`src/rtl/shift_pipe_if.sv`:
```
// Request/result handshake bundle for the pipelined barrel shifter.
// The master drives requests and consumes results; the slave is the shifter.
interface shift_pipe_if #(
  parameter int W = 16
);
  logic         in_valid;
  logic         in_ready;
  logic [W-1:0] in_data;
  logic [3:0]   in_cnt;
  logic [1:0]   in_op;
  logic         out_valid;
  logic         out_ready;
  logic [W-1:0] out_data;
  logic         busy;

  modport master (
    output in_valid, in_data, in_cnt, in_op, out_ready,
    input  in_ready, out_valid, out_data, busy
  );

  modport slave (
    input  in_valid, in_data, in_cnt, in_op, out_ready,
    output in_ready, out_valid, out_data, busy
  );
endinterface

```
`src/rtl/shift_pipe.sv`:
```
// Four-stage pipelined 16-bit barrel shifter (ROL/SLL/ROR/ASR).
// Stage k applies the 2^k shift; ready ripples back from out_ready.
module shift_pipe #(
  parameter int WIDTH = 16
) (
  input  logic         clk,
  input  logic         rst,
  shift_pipe_if.slave  bus
);

  typedef struct packed {
    logic             v;
    logic [WIDTH-1:0] d;
    logic [1:0]       op;
  } stg_t;

  stg_t             s1_q, s1_d;
  stg_t             s2_q, s2_d;
  stg_t             s3_q, s3_d;
  logic [2:0]       c1_q, c1_d;
  logic [1:0]       c2_q, c2_d;
  logic             c3_q, c3_d;
  logic             v4_q, v4_d;
  logic [WIDTH-1:0] d4_q, d4_d;

  logic adv1, adv2, adv3, adv4;
  logic ld1, ld2, ld3, ld4;

  function automatic logic [WIDTH-1:0] sh(
    input logic [WIDTH-1:0] d,
    input logic [1:0]       op,
    input int               n
  );
    unique case (op)
      2'd0:    sh = (d << n) | (d >> (WIDTH - n));
      2'd1:    sh = d << n;
      2'd2:    sh = (d >> n) | (d << (WIDTH - n));
      default: sh = $unsigned($signed(d) >>> n);
    endcase
  endfunction

  // Ready chain is purely combinational so a full pipe never bubbles.
  assign adv4 = v4_q & bus.out_ready;
  assign ld4  = ~v4_q | adv4;
  assign adv3 = s3_q.v & ld4;
  assign ld3  = ~s3_q.v | adv3;
  assign adv2 = s2_q.v & ld3;
  assign ld2  = ~s2_q.v | adv2;
  assign adv1 = s1_q.v & ld2;
  assign ld1  = ~s1_q.v | adv1;

  always_comb begin
    s1_d = s1_q;
    c1_d = c1_q;
    s2_d = s2_q;
    c2_d = c2_q;
    s3_d = s3_q;
    c3_d = c3_q;
    v4_d = v4_q;
    d4_d = d4_q;
    if (ld1) begin
      s1_d.v  = bus.in_valid;
      s1_d.op = bus.in_op;
      s1_d.d  = bus.in_cnt[0] ? sh(bus.in_data, bus.in_op, 1)
                              : bus.in_data;
      c1_d    = bus.in_cnt[3:1];
    end
    if (ld2) begin
      s2_d.v  = s1_q.v;
      s2_d.op = s1_q.op;
      s2_d.d  = c1_q[0] ? sh(s1_q.d, s1_q.op, 2) : s1_q.d;
      c2_d    = c1_q[2:1];
    end
    if (ld3) begin
      s3_d.v  = s2_q.v;
      s3_d.op = s2_q.op;
      s3_d.d  = c2_q[0] ? sh(s2_q.d, s2_q.op, 4) : s2_q.d;
      c3_d    = c2_q[1];
    end
    if (ld4) begin
      v4_d = s3_q.v;
      d4_d = c3_q ? sh(s3_q.d, s3_q.op, 8) : s3_q.d;
    end
  end

  always_ff @(posedge clk or posedge rst) begin
    if (rst) begin
      s1_q <= '0;
      c1_q <= '0;
      s2_q <= '0;
      c2_q <= '0;
      s3_q <= '0;
      c3_q <= '0;
      v4_q <= 1'b0;
      d4_q <= '0;
    end else begin
      s1_q <= s1_d;
      c1_q <= c1_d;
      s2_q <= s2_d;
      c2_q <= c2_d;
      s3_q <= s3_d;
      c3_q <= c3_d;
      v4_q <= v4_d;
      d4_q <= d4_d;
    end
  end

  assign bus.in_ready  = ld1;
  assign bus.out_valid = v4_q;
  assign bus.out_data  = d4_q;
  assign bus.busy      = s1_q.v | s2_q.v | s3_q.v | v4_q;

endmodule

```
`src/flat_wrapper.sv`:
```
// flat-port wrapper written by rule: the top's interface ports become plain ports
module shift_pipe_flat 
#(
  parameter int WIDTH = 16
)
  (clk, rst, bus_in_valid, bus_in_data, bus_in_cnt, bus_in_op, bus_out_ready, bus_in_ready, bus_out_valid, bus_out_data, bus_busy);
  shift_pipe_if bus_i ();
  input  logic clk;
  input  logic rst;
  input wire logic [$bits(bus_i.in_valid)-1:0] bus_in_valid;
  input wire logic [$bits(bus_i.in_data)-1:0] bus_in_data;
  input wire logic [$bits(bus_i.in_cnt)-1:0] bus_in_cnt;
  input wire logic [$bits(bus_i.in_op)-1:0] bus_in_op;
  input wire logic [$bits(bus_i.out_ready)-1:0] bus_out_ready;
  output wire logic [$bits(bus_i.in_ready)-1:0] bus_in_ready;
  output wire logic [$bits(bus_i.out_valid)-1:0] bus_out_valid;
  output wire logic [$bits(bus_i.out_data)-1:0] bus_out_data;
  output wire logic [$bits(bus_i.busy)-1:0] bus_busy;
  assign bus_i.in_valid = bus_in_valid;
  assign bus_i.in_data = bus_in_data;
  assign bus_i.in_cnt = bus_in_cnt;
  assign bus_i.in_op = bus_in_op;
  assign bus_i.out_ready = bus_out_ready;
  assign bus_in_ready = bus_i.in_ready;
  assign bus_out_valid = bus_i.out_valid;
  assign bus_out_data = bus_i.out_data;
  assign bus_busy = bus_i.busy;
  shift_pipe #(.WIDTH(WIDTH)) u_core (.clk(clk), .rst(rst), .bus(bus_i));
endmodule
```
`config.mk`:
```
export PLATFORM = sky130hd
export DESIGN_NAME = shift_pipe_flat
export DESIGN_NICKNAME = d
export VERILOG_FILES = /design/src/rtl/shift_pipe_if.sv /design/src/rtl/shift_pipe.sv /design/src/flat_wrapper.sv
export SDC_FILE = /design/constraint.sdc
export NUM_CORES = 1
export LEC_CHECK = 0
export BUFFER_PORTS_ARGS = -buffer_cell sky130_fd_sc_hd__buf_4
export CAP_MARGIN = 0
export CELL_PAD_IN_SITES_DETAIL_PLACEMENT = 2
export CELL_PAD_IN_SITES_GLOBAL_PLACEMENT = 2
export CORE_MARGIN = 3
export CORE_UTILIZATION = 34
export DETAILED_ROUTE_END_ITERATION = 8
export PLACE_DENSITY_LB_ADDON = 0.15
export SETUP_SLACK_MARGIN = 0.05
export SKIP_LAST_GASP = 1
export SLEW_MARGIN = 20
export SYNTH_ARGS = -nofsm -noshare
export SYNTH_HDL_FRONTEND = slang
export SYNTH_SLANG_ARGS = --single-unit
```
`constraint.sdc`:
```
create_clock -name clk -period 2.2 [get_ports clk]
set_clock_uncertainty 0.05 [all_clocks]
set_input_delay 0.22 -clock clk [delete_from_list [all_inputs] [get_ports clk]]
set_output_delay 0.22 -clock clk [all_outputs]
set_load 0.05 [all_outputs]
```
==> results of run 1 <==
[flip-flops by register name, indices dropped and copies added (netlist names)]
register              cells
u_core.s1_q              19
u_core.bus.out_valid      1
u_core.s3_q              19
u_core.bus.out_data      16
u_core.s2_q              19
u_core.c2_q               2
u_core.c3_q               1
u_core.c1_q               3
[synth_stat cells]
master,n
and2_1,1
mux2_4,17
nand2_1,31
a21boi_2,1
buf_6,2
buf_2,9
buf_4,2
mux2i_1,38
nor2_1,55
and2_0,1
o22a_1,2
inv_1,5
and4b_1,1
o311a_1,3
o21ai_0,23
mux2_2,3
or4_1,1
dfrtp_1,80
and3b_1,2
a221oi_1,3
or3b_2,1
a31oi_1,11
nand2b_1,10
a31o_2,3
nor3_1,1
a2bb2oi_1,1
a211oi_1,20
nand4b_1,1
a21oi_1,45
nand3b_1,1
a21o_1,20
nand3_4,1
nand4_1,1
clkbuf_1,23
nor2b_1,16
[stage by stage]
step	hold WS (ps)	instances	worst slack (ps)
2_1_floorplan	278.4	435	383.8
4_1_cts	46.02	637	108.4
3_3_place_gp	230.3	619	441.3
3_5_place_dp	240.0	619	412.6
5_1_grt	45.89	638	122.0
6_report	55.76	638	237.9
[worst reg2reg max path, cell delays in order (launching register included)]
cell and delay (ps):
dfrtp_1 930, nor2_1 230, a221oi_1 340, o21ai_0 130
[repair_timing]
item                       CTS  global route
hold endpoints to repair    20             0
setup endpoints to repair    0             1
hold buffers                 2             0
[final timing paths]
path / from / endpoint / slack [ps] / cells after the start
worst max register to register: u_core.s2_q[1] / u_core.s3_q[4] / 400 / 3
worst min-delay path: bus_in_cnt[1] / u_core.c1_q[0] / 60 / 2
worst min register to register: u_core.c2_q[1] / u_core.c2_q[1] / 440 / 2
worst max-delay path: u_core.bus.out_valid / bus_in_ready / 240 / 3
max in group asynchronous: rst / u_core.s3_q[11] / 1090 / 4
min in group asynchronous: rst / u_core.bus.out_data[6] / 420 / 3
[area by class of cell]
class,instances,share of cell area
clock buffers,12,0.04697
clock inverters,4,0.008946
inverters,5,0.004473
multi-input cells,315,0.4163
flip-flops and latches,80,0.3976
well taps,168,0.04175
repair buffers,54,0.08400
[cells by family (layout without fill, tap and decap cells)]
kind of cell / count (synthesis) / after routing
AND/OR/NAND/NOR: 124 / 125
buffers and inverters: 41 / 75
multiplexers: 58 / 58
AO/OA/AOI/OAI: 132 / 132
flip-flops: 80 / 80
[per-layer routing]
metal,wire length [µm],share of wire
met1,5129,0.44
met2,5910,0.51
met3,299,0.026
met4,195,0.017
met5,0,0
[power by group]
part | total (W) | internal (W) | switching, W
sequential | 0.00225 | 0.00184 | 0.000405
clock | 0.00147 | 0.000874 | 0.000596
combinational | 0.00176 | 0.000712 | 0.00105
==> results.sh, run 1 <==
export IMPL_powerDensity_nw_per_um2=1088
export IMPL_post_route_util=0.4140
export IMPL_yosysWarnings=0
export IMPL_finalMaxSlewViolations=0
export IMPL_vdd_drop_max_uv=406.6
export IMPL_path_cells="and3b_1 -> nand3_4 -> buf_4"
export IMPL_antenna_found_initial=0
export IMPL_grt_overflow_total=0
export IMPL_core_area_um2=12160
export IMPL_crit_arrival_ps=1690
export IMPL_cts_sinks=80
export IMPL_fillers=1343
export IMPL_syn_area_um2=4275
export IMPL_dr_total_vias=3313
export IMPL_hpwlAfterDp_um=8183
export IMPL_clockBufferDepth=2
export IMPL_synth_xor_xnor_area_share=0
export IMPL_grt_pass1_vias=3617
export IMPL_cp_slowest_cell="dfrtp_1"
export IMPL_dieArea_um2=13960
export IMPL_ys_seq_area_frac=0.4682
export IMPL_critPathLaunchType="flip-flop"
export IMPL_cap_violations=0
export IMPL_rows=40
export IMPL_syn_avg_cell_area_um2=9.828
export IMPL_htree_levels=3
export IMPL_met3_usage=0.03445
export IMPL_gp_congestion=0.7444
export IMPL_diodes=0
export IMPL_worst_setup_path_type="reg -> out"
export IMPL_tns_ps=0
export IMPL_root_buffer="clkbuf_16"
export IMPL_synthSimpleGateAreaFrac=0.1373
export IMPL_fin_nets=491
export IMPL_io_pins=45
export IMPL_setup_viol=0
export IMPL_syn_instance_count=435
export IMPL_clkSlewWorstSetupHoldPaths_ps=60
export IMPL_area_delta_synth_final_pct=17.76
export IMPL_synthAdderAreaFrac=0
export IMPL_placed_area_um2=4723
export IMPL_synth_top_area_cell="dfrtp_1"
export IMPL_p_total_w=0.005479
export IMPL_cts_buffers=9
export IMPL_crit_buf_inv=1
export IMPL_die_width_um=118.1
export IMPL_finalHoldViolCount=0
export IMPL_rsz0062_at_grt="no"
export IMPL_cts_resized_gates=0
export IMPL_drive_above_1_share=0.1979
export IMPL_use_met2=0.3051
export IMPL_ys_seq_elements=80
export IMPL_layout_worst_path_cycle_share=0.8919
export IMPL_mostFrequentLayoutCell="dfrtp_1"
export IMPL_seq_area_um2=2002
export IMPL_cp_max_fo=12
export IMPL_synth_top_area_share=0.4682
export IMPL_grt_pass1_wl_um=19470
export IMPL_netlist_cell_type_count=35
export IMPL_most_common_layout_cells="dfrtp_1, nor2_1, buf_4"
export IMPL_grt_max_degree=45
export IMPL_dr_pass1_iters=4
export IMPL_initialDrtViolationCount=134
export IMPL_min_path_type="in -> reg"
export IMPL_end_kind="primary output"
export IMPL_p_leak_nw=2.322
export IMPL_wl_per_cell_um=18.08
export IMPL_drc=0
export IMPL_grt_use_total=0.1738
export IMPL_synth_top_family_by_area="compound AO/OA/AOI/OAI gates"
export IMPL_multiInputGateArea_um2=2096
export IMPL_fmax_mhz=509.7
export IMPL_insertion_delay_ps=350
export IMPL_relSlewSlack=0.3979
export IMPL_chipHeight_um=118.1
export IMPL_start_util=0.3515
export IMPL_busiest_layer="met2"
export IMPL_port_buffers=44
export IMPL_status="complete, no violations"
export IMPL_fin_crit_ps=1962
export IMPL_drt_wl_total_um=11540
export IMPL_vias_per_cell=5.193
export IMPL_postCtsSetupRepairBufs=0
export IMPL_cp_top_family="simple AND/OR/NAND/NOR gates"
export IMPL_synthTopCellsByArea="dfrtp_1, mux2i_1, mux2_4, a21oi_1, nor2_1"
export IMPL_stdcell_area_um2=5035
export IMPL_use_met1=0.2080
export IMPL_cts_tree="yes"
export IMPL_ant_nets=0
export IMPL_tightest_slew_ps=903.1
export IMPL_synthMuxAreaShare=0.1566
export IMPL_syn_num_nets=461
export IMPL_synth_compound_area_share=0.1940
export IMPL_slowest_delay_ps=440
export IMPL_worstPathRequired_ps=1930
Note: power is estimated with default switching activity, not from simulation.
==> run 2: changes to the inputs <==
- CORE_UTILIZATION: 34 -> 40
- clock period: 2.2 -> 2.3 ns (I/O delays scaled with it)
==> run 2 against run 1 <==
Effect of this change: setup slack better by 21 ps; first-iteration DRC count down 40%; sequential power down 5%; non-clock buffer count down 2; count of clock-buffer cells in the layout up 1; die area down 14%; critical path type unchanged; largest cell class unchanged.
==> results.sh, run 2 (synthesis gave the netlist of run 1 again) <==
export IMPL_cp_top_family="simple AND/OR/NAND/NOR gates"
export IMPL_vias_per_cell=5.529
export IMPL_status="complete, no violations"
export IMPL_area_delta_synth_final_pct=13.20
export IMPL_p_leak_nw=2.250
export IMPL_r2r_end="u_core.s3_q[3]"
export IMPL_worst_setup_path_type="reg -> out"
export IMPL_cap_violations=0
export IMPL_insertion_delay_ps=360
export IMPL_power_switching_w=0.001834
export IMPL_cts_sinks=80
export IMPL_vdd_drop_max_uv=471.7
export IMPL_path_cells="and3b_1 -> nand3_4 -> buf_4"
export IMPL_clkSlewWorstSetupHoldPaths_ps=70
export IMPL_whs_ps=22.31
export IMPL_finalMaxSlewViolations=0
export IMPL_dr_total_vias=3323
export IMPL_start_util=0.4123
export IMPL_gp_congestion=0.7519
export IMPL_rsz0062_at_grt="no"
export IMPL_dr_pass1_iters=4
export IMPL_htree_levels=3
export IMPL_cts_buffers=9
export IMPL_grt_pass1_wl_um=17830
export IMPL_drc=0
export IMPL_wl_per_cell_um=17.53
export IMPL_dpl_cell_count=586
export IMPL_stdcell_count=601
export IMPL_initialDrtViolationCount=81
export IMPL_cp_max_fo=23
export IMPL_rr_worst_depth=3
export IMPL_fmax_mhz=489.9
export IMPL_powerDensity_nw_per_um2=967.4
export IMPL_whs_path_depth=2
export IMPL_min_path_type="in -> reg"
export IMPL_clockBufferDepth=2
export IMPL_p_sw_frac=0.3917
export IMPL_setup_viol=0
export IMPL_tightest_slew_ps=909.5
export IMPL_slowest_delay_ps=440
export IMPL_p_comb_frac=0.357
export IMPL_root_buffer="clkbuf_8"
export IMPL_io_pins=45
export IMPL_dieArea_um2=11970
export IMPL_postCtsSetupRepairBufs=0
export IMPL_grt_pass1_vias=3450
export IMPL_ff2ff_setup_slack_ps=540
export IMPL_diodes=0
export IMPL_most_common_layout_cells="dfrtp_1, nor2_1, buf_4"
export IMPL_hold_start="bus_in_valid"
export IMPL_drive_above_1_share=0.1914
export IMPL_layout_worst_path_cycle_share=0.8875
export IMPL_worstPathRequired_ps=2020
export IMPL_crit_arrival_ps=1760
export IMPL_port_buffers=44
export IMPL_power_share_clock=0.188
export IMPL_r2r_start="u_core.s2_q[1]"
export IMPL_cts_tree="yes"
export IMPL_drt_wl_total_um=10530
export IMPL_hpwlAfterDp_um=7778
export IMPL_critPathLaunchType="flip-flop"
export IMPL_cp_slowest_cell="dfrtp_1"
export IMPL_core_area_um2=10370
export IMPL_chipHeight_um=109.4
export IMPL_tns_ps=0
export IMPL_grt_use_total=0.1902
export IMPL_grt_overflow_total=0
export IMPL_fin_crit_ps=2041
export IMPL_rows=37
export IMPL_p_seq_frac=0.454
export IMPL_relSlewSlack=0.3936
export IMPL_end_kind="primary output"
export IMPL_antenna_found_initial=0
export IMPL_die_width_um=109.4
export IMPL_grt_max_degree=59
export IMPL_crit_buf_inv=1
export IMPL_mostFrequentLayoutCell="dfrtp_1"
export IMPL_fin_nets=488
export IMPL_p_int_w=0.002848
export IMPL_finalHoldViolCount=0
export IMPL_min_to="u_core.s1_q[18]"
export IMPL_ant_nets=0
export IMPL_reg_top3="u_core.s1_q x19, u_core.s2_q x19, u_core.s3_q x19"
-- run 2: how the worst max path moves through the flow --
stage                     slack, ps  depth (start not counted)                  from        endpoint
after detailed placement        560                          3        u_core.s2_q[1]  u_core.s3_q[3]
after CTS                       230                          3  u_core.bus.out_valid    bus_in_ready
after global placement          590                          3        u_core.s2_q[1]  u_core.s3_q[2]
after global routing            160                          3  u_core.bus.out_valid    bus_in_ready
after floorplan                 480                          5  u_core.bus.out_valid  u_core.c1_q[2]
final                           260                          3  u_core.bus.out_valid    bus_in_ready
-- run 2: repair_timing --
| item | in CTS | in global routing |
|---|---|---|
| hold buffers | 1 | 0 |
| endpoints found under the hold margin | 22 | 0 |
| resized for setup | 0 | 0 |
-- run 2: power by group through the flow --
stage	Combinational (W)	Sequential (W)	Clock (W)
2_1_floorplan	0.000920	0.00240	0
3_3_place_gp	0.00163	0.00212	0
3_5_place_dp	0.00169	0.00215	0
4_1_cts	0.00170	0.00213	0.000921
5_1_grt	0.00185	0.00218	0.000991
6_report	0.00167	0.00213	0.000882
-- run 2: cell type report --
class / instances / area (µm²)
fill: 1137 / 5530
clock inverter: 1 / 5.005
inverter: 5 / 22.52
timing repair buffer: 52 / 405.4
multi-input combinational: 314 / 2086
sequential: 80 / 2002
tap: 136 / 170.2
clock buffer: 13 / 148.9
-- run 2: through the flow --
stage               total power, W  instance area (µm²)    util  setup WS, ps
detailed placement        0.003844                 4676  0.4509         555.7
global placement          0.003758                 4676  0.4509         594.5
CTS                       0.004751                 4840  0.4667         228.6
global route              0.005028                 4840  0.4667         158.3
finish                    0.004682                 4840  0.4667         258.7
floorplan                 0.003317                 4279       -         483.8
-- run 2: layer usage --
| layer | vias to the layer above | share of wire | track usage |
|---|---|---|---|
| met3 | 8 | 0.032 | 0.03464 |
| met5 | - | 0 | 0 |
| met2 | 49 | 0.51 | 0.3391 |
| li1 | 1596 | - | - |
| met4 | 0 | 0.011 | 0.05610 |
| met1 | 1670 | 0.45 | 0.2336 |
